## config.mk

```make
export PLATFORM = sky130hd
export DESIGN_NAME = regfile_wr_arbiter
export DESIGN_NICKNAME = d
export VERILOG_FILES = /design/src/rtl/regfile_wr_arbiter_pkg.sv /design/src/rtl/regfile_md_fifo.sv /design/src/rtl/regfile_wr_arbiter.sv
export SDC_FILE = /design/constraint.sdc
export NUM_CORES = 1
export LEC_CHECK = 0
export CAP_MARGIN = 10
export CORE_MARGIN = 2
export CORE_UTILIZATION = 44
export DETAILED_ROUTE_END_ITERATION = 8
export GPL_TIMING_DRIVEN = 0
export HOLD_SLACK_MARGIN = 0.08
export PLACE_DENSITY_LB_ADDON = 0.05
export SETUP_SLACK_MARGIN = 0.1
export SYNTH_ARGS = -nofsm -noshare
export SYNTH_HDL_FRONTEND = slang
export SYNTH_SLANG_ARGS = --single-unit
```

## constraint.sdc

```tcl
create_clock -name clk -period 2.6 [get_ports clk]
set_input_delay 0.52 -clock clk [delete_from_list [all_inputs] [get_ports clk]]
set_output_delay 0.52 -clock clk [all_outputs]
set_load 0.1 [all_outputs]
```

## src/rtl/regfile_wr_arbiter_pkg.sv

```systemverilog
// Shared widths, queue depth and MD queue entry type for the register-file
// write-port arbiter and its MD result FIFO.
package regfile_wr_arbiter_pkg;

  localparam int REG_ADDR_W = 5;
  localparam int DATA_W     = 32;
  localparam int MD_Q_DEPTH = 2;
  localparam int CNT_W      = $clog2(MD_Q_DEPTH + 1);
  localparam int PTR_W      = $clog2(MD_Q_DEPTH);

  // One queued multi-cycle result: destination register and its value.
  typedef struct packed {
    logic [REG_ADDR_W-1:0] waddr;
    logic [DATA_W-1:0]     data;
  } md_entry_t;

endpackage

```

## src/rtl/regfile_md_fifo.sv

```systemverilog
// Two-entry FIFO holding accepted mul/div results until the register-file
// write port is free.  Also compares the live entries against the decode
// stage source registers so the hazard logic can see pending writes.
module regfile_md_fifo
  import regfile_wr_arbiter_pkg::*;
(
  input  logic                  clk,
  input  logic                  rst,
  input  logic                  push,
  input  md_entry_t             push_entry,
  input  logic                  pop,
  output md_entry_t             head,
  output logic [CNT_W-1:0]      count,
  input  logic [REG_ADDR_W-1:0] q_reg1,
  input  logic [REG_ADDR_W-1:0] q_reg2,
  output logic                  hit1,
  output logic                  hit2
);

  md_entry_t        mem [MD_Q_DEPTH];
  logic [PTR_W-1:0] wr_ptr;
  logic [PTR_W-1:0] rd_ptr;
  logic             valid [MD_Q_DEPTH];

  // Entry storage needs no reset: only slots covered by count are ever read.
  always_ff @(posedge clk) begin
    if (push) mem[wr_ptr] <= push_entry;
  end

  // Occupancy and pointers; a push and pop together leave count unchanged.
  always_ff @(posedge clk or negedge rst) begin
    if (!rst) begin
      wr_ptr <= '0;
      rd_ptr <= '0;
      count  <= '0;
    end else begin
      if (push) wr_ptr <= wr_ptr + 1'b1;
      if (pop)  rd_ptr <= rd_ptr + 1'b1;
      case ({push, pop})
        2'b10:   count <= count + 1'b1;
        2'b01:   count <= count - 1'b1;
        default: count <= count;
      endcase
    end
  end

  assign head = mem[rd_ptr];

  // A slot is live when the queue is full, or it is the head of a 1-entry queue.
  always_comb begin
    for (int i = 0; i < MD_Q_DEPTH; i++) begin
      valid[i] = (count == CNT_W'(MD_Q_DEPTH)) ||
                 ((count == CNT_W'(1)) && (rd_ptr == PTR_W'(i)));
    end
  end

  // Source-register match against live entries; register 0 never hits.
  always_comb begin
    hit1 = 1'b0;
    hit2 = 1'b0;
    for (int i = 0; i < MD_Q_DEPTH; i++) begin
      if (valid[i] && (mem[i].waddr == q_reg1)) hit1 = 1'b1;
      if (valid[i] && (mem[i].waddr == q_reg2)) hit2 = 1'b1;
    end
    if (q_reg1 == '0) hit1 = 1'b0;
    if (q_reg2 == '0) hit2 = 1'b0;
  end

endmodule

```

## src/rtl/regfile_wr_arbiter.sv

```systemverilog
// Register-file write-port arbiter: pipeline writeback always wins, queued
// mul/div results fill the idle cycles in acceptance order.
// Optional feature macro: REGFILE_ARB_STARVE_EN adds a starvation counter
// that raises stall_req so the hazard unit can open a slot for the MD queue.
module regfile_wr_arbiter
  import regfile_wr_arbiter_pkg::*;
#(
  parameter int STARVE_LIMIT = 4
) (
  input  logic                  clk,
  input  logic                  rst,
  input  logic                  wb_we,
  input  logic [REG_ADDR_W-1:0] wb_reg,
  input  logic [DATA_W-1:0]     wb_data,
  input  logic                  md_valid,
  input  logic [REG_ADDR_W-1:0] md_reg,
  input  logic [DATA_W-1:0]     md_data,
  output logic                  md_ready,
  output logic                  rf_we,
  output logic [REG_ADDR_W-1:0] rf_wreg,
  output logic [DATA_W-1:0]     rf_wdata,
  input  logic [REG_ADDR_W-1:0] q_reg1,
  input  logic [REG_ADDR_W-1:0] q_reg2,
  output logic                  q_hit1,
  output logic                  q_hit2,
  output logic                  md_pend,
  output logic                  stall_req
);

  logic [CNT_W-1:0] count;
  md_entry_t        head;
  md_entry_t        push_entry;
  logic             push;
  logic             pop;
  logic             wb_req;

  // Ready depends only on the registered count, so a full queue never
  // accepts in the same cycle it pops.  Offers to r0 complete the handshake
  // but are dropped instead of queued.
  assign md_ready   = (count != CNT_W'(MD_Q_DEPTH));
  assign push       = md_valid && md_ready && (md_reg != '0);
  assign push_entry = '{waddr: md_reg, data: md_data};
  assign wb_req     = wb_we && (wb_reg != '0);
  assign pop        = !wb_req && (count != '0);
  assign md_pend    = (count != '0);

  regfile_md_fifo u_fifo (
    .clk        (clk),
    .rst        (rst),
    .push       (push),
    .push_entry (push_entry),
    .pop        (pop),
    .head       (head),
    .count      (count),
    .q_reg1     (q_reg1),
    .q_reg2     (q_reg2),
    .hit1       (q_hit1),
    .hit2       (q_hit2)
  );

  // Registered write port; address and data hold when nothing is written.
  always_ff @(posedge clk or negedge rst) begin
    if (!rst) begin
      rf_we    <= 1'b0;
      rf_wreg  <= '0;
      rf_wdata <= '0;
    end else begin
      rf_we <= wb_req || pop;
      if (wb_req) begin
        rf_wreg  <= wb_reg;
        rf_wdata <= wb_data;
      end else if (pop) begin
        rf_wreg  <= head.waddr;
        rf_wdata <= head.data;
      end
    end
  end

`ifdef REGFILE_ARB_STARVE_EN
  logic [3:0] starve_cnt;
  logic [3:0] starve_next;

  // Count consecutive cycles a waiting head loses to WB; any MD issue or an
  // empty queue restarts the count.  Saturates rather than wrapping.
  always_comb begin
    starve_next = starve_cnt;
    if ((count == '0) || pop) begin
      starve_next = '0;
    end else if (wb_req && (starve_cnt != 4'hF)) begin
      starve_next = starve_cnt + 4'd1;
    end
  end

  // Counter and stall request; stall drops the cycle after the head issues.
  always_ff @(posedge clk or negedge rst) begin
    if (!rst) begin
      starve_cnt <= '0;
      stall_req  <= 1'b0;
    end else begin
      starve_cnt <= starve_next;
      stall_req  <= (starve_next >= 4'(STARVE_LIMIT));
    end
  end
`else
  // Feature off: no counter.  The limit is never negative, so this is a
  // constant 0 that still references the parameter.
  assign stall_req = (STARVE_LIMIT < 0);
`endif

endmodule

```

After elaboration in Yosys (flattened, before gate mapping) --
Memories as Yosys holds them, arrays and structs flattened. Index checks and enable logic that the tools add are counted.
Cells by class: mux-type cells 13, reductions and logical operators 21, equal/unequal tests 9, bitwise logic cells 1, $add $sub $neg 4
Operators by type and width (count):
- 32-bit 2-to-1 mux | 2
- 5-bit equality test | 4
- 1-bit logical AND | 10
- 5-bit logical NOT | 2
- 5-bit 2-to-1 mux | 2
- 5-bit nonzero test | 2
- 1-bit 2-to-1 mux | 8
- 2-bit nonzero test | 3
- 2-bit by 1-bit equality test with 1-bit output, second input constant | 2
- 2-bit equality test, second input constant | 2
- 2-bit one-hot mux with 2 select lines | 1
- 1-bit logical OR | 3
- 1-bit adder, second input constant | 2
- 2-bit by 1-bit adder with 2-bit output, second input constant | 1
- 2-bit != test, second input constant | 1
- 2-bit by 1-bit subtractor with 2-bit output, second input constant | 1
- 1-bit logical NOT | 1
- 1-bit inverter | 1
Word-level totals: bits in registers 42, output and inout port bits 43, logic and storage cells 55, input port bits 88, RAM bits 74, memories kept 1
Memory list:
- u_fifo.mem | depth 2, bits a word 37, read ports 3, clocked after memory_dff 0, wr ports 1, line regfile_md_fifo.sv:20 | md_entry_t mem [MD_Q_DEPTH];

Depth between registers and ports, before layout --
Gate-level depths: netlist of run 1.
depth in word-level cells 7, gate-level depth with buffers 8, gate-level depth less buffers 7

Modules after synthesis --
Synthesis of run 1 repeated with hierarchy kept, for this count alone.
Unflattened totals: cell total of the unflattened synthesis 308, area total of the unflattened synthesis 5053.6 um^2
By module, submodules not included:
- regfile_md_fifo | seq. area each 2322.2 um^2, cells an instance 169, area an instance 3150.5 um^2, times used 1
- regfile_wr_arbiter | seq. area each 950.9 um^2, cells an instance 139, area an instance 1903.1 um^2, times used 1

Least setup slack after synthesis of run 1 --
Ideal clock, no wire load.
path kind register to register, from register u_fifo.count[0], to memory u_fifo.mem[0][0] (netlist name) (enable), period minus slack after synthesis 3.595 ns, library setup time 0.431 ns, required time 2.169 ns, data arrival time 3.164 ns, cell stages (with the launch flop) 6, setup slack -0.995 ns, path buffers 0, cells stage by stage dfrtp_1 inv_1 ha_1 inv_1 o211ai_2 nor2_1
On the way: word-level cells in the longest chain between the ends 5
RTL lines:
- start, declared | line regfile_md_fifo.sv:13 | output logic [CNT_W-1:0] count,
- start signal, assigned | line regfile_md_fifo.sv:40 | 2'b10: count <= count + 1'b1;
- start signal, assigned | line regfile_md_fifo.sv:41 | 2'b01: count <= count - 1'b1;
- start signal, assigned | line regfile_md_fifo.sv:42 | default: count <= count;
- 2-bit != test | line regfile_wr_arbiter.sv:40 | assign md_ready = (count != CNT_W'(MD_Q_DEPTH));
- net md_ready | line regfile_wr_arbiter.sv:18 | output logic md_ready,
- 1-bit logical AND (2 in a row) | line regfile_wr_arbiter.sv:41 | assign push = md_valid && md_ready && (md_reg != '0);
- 1-bit 2-to-1 mux | line regfile_md_fifo.sv:27 | if (push) mem[wr_ptr] <= push_entry;
- 1-bit 2-to-1 mux (implied by the code) | line regfile_md_fifo.sv:27
- end, declared | line regfile_md_fifo.sv:20
The timed path passes the listed nets, and every way through them passes these cells.

Worst setup path in the final report of run 1 --
from register rf_wdata[10], to output rf_wdata[10]
RTL lines:
- start, declared | line regfile_wr_arbiter.sv:21 | output logic [DATA_W-1:0] rf_wdata,
- start signal, assigned | line regfile_wr_arbiter.sv:71 | rf_wdata <= wb_data;
- start signal, assigned | line regfile_wr_arbiter.sv:74 | rf_wdata <= head.data;
No word-level cell between the ends.

==> results.txt, run 1 <==
period utilisation layout: 0.936
PortBufs: 129
Netlist cell types: 29
Clock Path Buffers: 2
CP startpoint: rf_wdata[10]
CTS buffer count: 17
Post-Synth Simple-Gate Area: 0.0798
Die Wd: 111 microns
H-tree Lvls: 4
initial antenna violation count: 0
Final HPWL DP: 7.91 mm
Slew Viols, Final: 0
DRT antenna net count: 0
sequential element share of the synthesized area: 0.653
status: complete, no violations
clk_lat worst skew: 0.40 ns
# rows: 38
slew margin rel.: 0.206
post-synthesis mux area share: 0.0738
xor/xnor share of the synthesized area: 0.0419
Peak VDD IR: 0.000692 V
DRC viols: 0
total gr overflow: 0
initial DRC count: 165
number of global-route vias before repair: 3668
Synth Net Count: 477
post-synthesis compound-gate area fraction: 0.106
DRT Pass-1 Iters: 4
CP cell instances: clkdlybuf4s50_1
fin crit period: 2.43 ns
Storage cell area: 3270 sq um
highest clock rate: 411 MHz
clock sinks: 116
Final setup viols: 0
Placed Cells: 655
global-route wire length before repair: 18.7 mm
starting density of the core: 0.457
Fillers: 878
Via density: 4.95
share of layout cells above drive strength 1: 0.168
Syn Area/Cell: 13.0 sq um
WP buf/inv: 1
HP Class: in -> async
Setup crit start kind: flop
post-synthesis cell area: 5020 sq um
fin cells: 689
Max-Cap Viols: 0
Tot GR Track Use: 0.196
core area: 11000 sq um
drt wl/cell: 16.6 microns
clk_skew: 0.00626 ns
leakage power: 2.84 nW
critical path required time: 2.08 ns
multi-input logic area: 1620 sq um
RSZ-0062 raised after global routing: yes
final hold violation count: 0
Vias: 3409
largest net degree at the start of global routing: 38
type of the worst setup path: reg -> out
crit end category: output port
worst r2r src: u_fifo.count[0]
ANT cells: 0
family with the most delay on the worst path: buffers and inverters
Synth Area in Adders: 0.00998
Hold Slack: 0.126 ns
YS warnings: 0
P&R area growth vs syn: 42.7%
Layout Nets: 628
pwr dens: 1260 nW/um^2
root buf cell: clkbuf_16
CP max FO: 2
CTS tree: built
Least-Margin Pin Slew: 1.19 ns
wirelength, routed: 11.4 mm
largest family of logic cells by synthesized area: compound AO/OA/AOI/OAI gates
CP max stage delay: 1.17 ns
Post-Syn Instances: 385
Crit-path slowest cell: clkdlybuf4s50_1
die height: 111 microns
worst path arrival time: 1.91 ns
clock transition at the registers of the reported paths: 0.05 ns
RePlAce Congestion: 0.873
Die ar.: 12300 sq um
Ports: 131
#FFs+latches synth: 116
[state kept, by name (all words and copies together) (netlist names)]
name,flops
u_fifo.count,2
u_fifo.rd_ptr,1
u_fifo.wr_ptr,1
rf_we,1
rf_wdata,32
u_fifo.mem,74
rf_wreg,5
[stage by stage]
step                utilization  setup TNS (ns)  total power [W]  setup WS [ns]  instance area (sq um)
finish                    0.652               0          0.00903          0.166                   7160
global placement          0.594          -26.13          0.00684         -0.910                   6520
global route              0.652               0          0.00949         0.0531                   7160
floorplan                     -           -4.20          0.00580        -0.0567                   5050
CTS                       0.648               0          0.00909          0.122                   7110
detailed placement        0.596          -14.87          0.00689         -0.912                   6540
[cells in the mapped netlist, drive strengths merged]
library cell	n	area, sq um
o21a	1	7.51
edfxtp	74	2220
nor2	42	165
conb	1	3.75
or4	4	30.0
nor2b	1	6.26
clkbuf	8	30.0
buf	15	126
inv	5	18.8
nand2	40	150
xor2	17	149
dfrtp	42	1050
o21ai	38	303
nand2b	1	13.8
o211ai	3	27.5
mux2i	37	370
a21oi	39	195
ha	4	50.1
xnor2	7	61.3
nor4	4	25.0
nand3	2	10.0
[report_power, final]
part | switching [W] | internal, W
sequential | 0.000209 | 0.00252
clock | 0.000767 | 0.00142
combinational | 0.00296 | 0.00116
[cells by family after synthesis]
kind of cell	after synthesis
other	1
flip-flops	116
XOR/XNOR	24
adder cells (fa/ha/maj)	4
multiplexers	37
AO/OA/AOI/OAI	81
AND/OR/NAND/NOR	94
buffers and inverters	28
[timing repair]
action | CTS | global route
endpoints found under the hold margin | 0 | 0
resized for setup | 36 | 7
hold buffers | 0 | 0
buffers inserted | 0 | 3
setup endpoints to repair | 4 | 77
pin swaps | 7 | 4
[worst reg2reg max path, stage by stage, from the launching register on]
cell and delay (ns):
dfrtp_1 0.38, inv_1 0.08, ha_1 0.24, inv_1 0.12
o211ai_2 0.20, nor2_4 0.94
[area by class of cell]
cell class,instances,area share
plain buffers,22,0.0229
clock inverters,12,0.0159
well taps,140,0.0245
flip-flops and latches,116,0.457
clock buffers,20,0.0624
inverters,5,0.00262
multi-input cells,241,0.226
repair buffers,133,0.188
[cells in the final DEF, fill, tap and decap left out, types with 5 or more instances in the layout]
cell and count:
clkdlybuf4s50_1 114, edfxtp_1 74, dfrtp_1 42, nand2_1 40, nor2_1 38, mux2i_1 37
a21oi_1 37, o21ai_2 30, xor2_1 17, clkbuf_16 17, clkbuf_1 9, dlygate4sd2_1 8
buf_6 7, xnor2_1 7, o21ai_1 7, clkinv_2 7, inv_1 5, buf_4 5
[per-layer routing]
layer / GRT usage / part of all wire / vias to the layer above / wire length [microns]
met1: 0.237 / 0.44 / 1630 / 5040
met5: 0 / 0 / - / 0
li1: - / - / 1673 / -
met4: 0.0775 / 0.0095 / 0 / 109
met2: 0.333 / 0.50 / 94 / 5680
met3: 0.0525 / 0.053 / 12 / 607
[final timing paths]
path | end | cells after the start | slack (ns)
min in group clk | u_fifo.count[0] | 1 | 0.50
worst max register to register | u_fifo.mem[0][9] | 5 | 0.25
worst min-delay path | rf_wdata[5] | 1 | 0.13
worst max-delay path | rf_wdata[10] | 1 | 0.17
worst min register to register | u_fifo.count[0] | 1 | 0.50
max in group asynchronous | rf_wdata[16] | 2 | 1.94
Note: power is estimated with default switching activity, not from simulation.
==> run 2: changes to the inputs <==
--- a/config.mk
+++ b/config.mk
@@ -5,6 +5,7 @@
 export SDC_FILE = /design/constraint.sdc
 export NUM_CORES = 1
 export LEC_CHECK = 0
+export ABC_CLOCK_PERIOD_IN_PS = 2600
 export CAP_MARGIN = 10
 export CORE_MARGIN = 2
 export CORE_UTILIZATION = 44
==> results of run 2 <==
Same layout as run 1: the final DEF is identical, and so are final timing and power.
==> run 3: changes to the inputs <==
--- a/config.mk
+++ b/config.mk
@@ -14,6 +14,7 @@
 export HOLD_SLACK_MARGIN = 0.08
 export PLACE_DENSITY_LB_ADDON = 0.05
 export SETUP_SLACK_MARGIN = 0.1
+export SKIP_CTS_REPAIR_TIMING = 1
 export SYNTH_ARGS = -nofsm -noshare
 export SYNTH_HDL_FRONTEND = slang
 export SYNTH_SLANG_ARGS = --single-unit
==> run 3 against run 2 <==
Power decreased by 0.15%; maximum frequency decreased by 0.22%; largest cell class unchanged; combinational power about the same; final cell count fell by 0.29%; highest routed layer unchanged; clock-buffer cell count is the same; critical path depth did not move; sequential share of layout area decreased by 0.056 points; sequential cell count stayed put; setup slack got worse by 0.0054 ns.
==> results.txt, run 3 (synthesis gave the netlist of run 1 again) <==
worst path arrival time: 1.92 ns
P&R area growth vs syn: 42.9%
ANT cells: 0
Die ar.: 12300 sq um
Design Area, Final: 7170 sq um
Setup crit start kind: flop
clock transition at the registers of the reported paths: 0.05 ns
total gr overflow: 0
DRT antenna net count: 0
RePlAce Congestion: 0.873
Hold Slack: 0.125 ns
core area: 11000 sq um
RSZ-0062 raised after global routing: yes
Biggest register: u_fifo.mem
fin crit period: 2.44 ns
CP max stage delay: 1.17 ns
Peak VDD IR: 0.000692 V
Largest regs: u_fifo.mem: 74 flops, rf_wdata: 32 flops, rf_wreg: 5 flops
global-route wire length before repair: 18.8 mm
clk_lat worst skew: 0.40 ns
WP buf/inv: 1
critical path required time: 2.08 ns
clock sinks: 116
Tot GR Track Use: 0.196
initial antenna violation count: 0
Layout Nets: 626
die height: 111 microns
Final HPWL DP: 7.91 mm
largest net degree at the start of global routing: 38
family with the most delay on the worst path: buffers and inverters
slew margin rel.: 0.212
share of layout cells above drive strength 1: 0.165
clk_skew: 0.00637 ns
Vias: 3413
crit end category: output port
status: complete, no violations
DRT Pass-1 Iters: 4
Least-Margin Pin Slew: 1.18 ns
Die Wd: 111 microns
Crit-path slowest cell: clkdlybuf4s50_1
HP Class: in -> async
Slew Viols, Final: 0
Final setup viols: 0
root buf cell: clkbuf_16
Clock Path Buffers: 2
number of global-route vias before repair: 3668
highest clock rate: 410 MHz
initial DRC count: 165
wirelength, routed: 11.4 mm
most common cell after layout, fill and taps aside: clkdlybuf4s50_1
period utilisation layout: 0.938
drt wl/cell: 16.6 microns
starting density of the core: 0.457
H-tree Lvls: 4
Placed Area: 6540 sq um
type of the worst setup path: reg -> out
commonest cells after routing, fill and taps aside: clkdlybuf4s50_1 (114), edfxtp_1 (74), dfrtp_1 (42)
# rows: 38
CP cell instances: clkdlybuf4s50_1
Via density: 4.97
Max-Cap Viols: 0
Ports: 131
CTS buffer count: 17
pwr dens: 1260 nW/um^2
PortBufs: 129
CP max FO: 2
Worst path depth: 1
final hold violation count: 0
number of flip-flops in the largest register: 74
CTS tree: built
leakage power: 2.89 nW
DRC viols: 0
worst reg-to-reg path cell count: 5
run 3: cell types whose count changed in the layout (fill, tap and decap cells not counted):
cell             before  now
buf_4                 5    3
clkdlybuf4s15_2       1    0
dlygate4sd2_1         8    0
dlymetal6s2s_1        2   10
clkbuf_2              0    1
run 3: routing by layer:
layer | vias to the layer above | part of all wire | GRT usage
li1 | 1671 | - | -
met1 | 1634 | 0.44 | 0.238
met2 | 97 | 0.50 | 0.333
met3 | 11 | 0.052 | 0.0525
met4 | 0 | 0.0087 | 0.0775
met5 | - | 0 | 0
run 3: through the flow:
step                      setup WS [ns]  cells  setup TNS (ns)   util  power, W
after detailed placement         -0.912    655          -14.87  0.596   0.00689
after floorplan                 -0.0567    385           -4.20      -   0.00580
final                             0.161    687               0  0.653   0.00902
after global placement           -0.910    654          -26.13  0.594   0.00684
after global routing             0.0540    687               0  0.653   0.00948
after CTS                         -1.03    687           -3.15  0.647   0.00909
run 3: path summary, 6_finish.rpt:
path                                 start          endpoint  slack (ns)
min in group clk           u_fifo.count[0]   u_fifo.count[0]        0.50
setup reg to reg           u_fifo.count[0]  u_fifo.mem[0][9]        0.26
hold reg to reg            u_fifo.count[0]   u_fifo.count[0]        0.50
setup / recovery              rf_wdata[10]      rf_wdata[10]        0.16
hold / removal                         rst       rf_wdata[5]        0.12
max in group asynchronous              rst      rf_wdata[16]        1.94
run 3: area by class of cell:
| class | count | area (sq um) |
|---|---|---|
| multi-input cells | 241 | 1620 |
| plain buffers | 22 | 164 |
| fillers | 879 | 3810 |
| well taps | 140 | 175 |
| flip-flops and latches | 116 | 3270 |
| repair buffers | 131 | 1360 |
| clock inverters | 12 | 114 |
| inverters | 5 | 18.8 |
| clock buffers | 20 | 447 |
run 3: power breakdown:
group	leakage [nW]	switching, W	internal, W
registers	1.19	0.000210	0.00252
clock network	0.277	0.000768	0.00142
logic	1.42	0.00295	0.00115
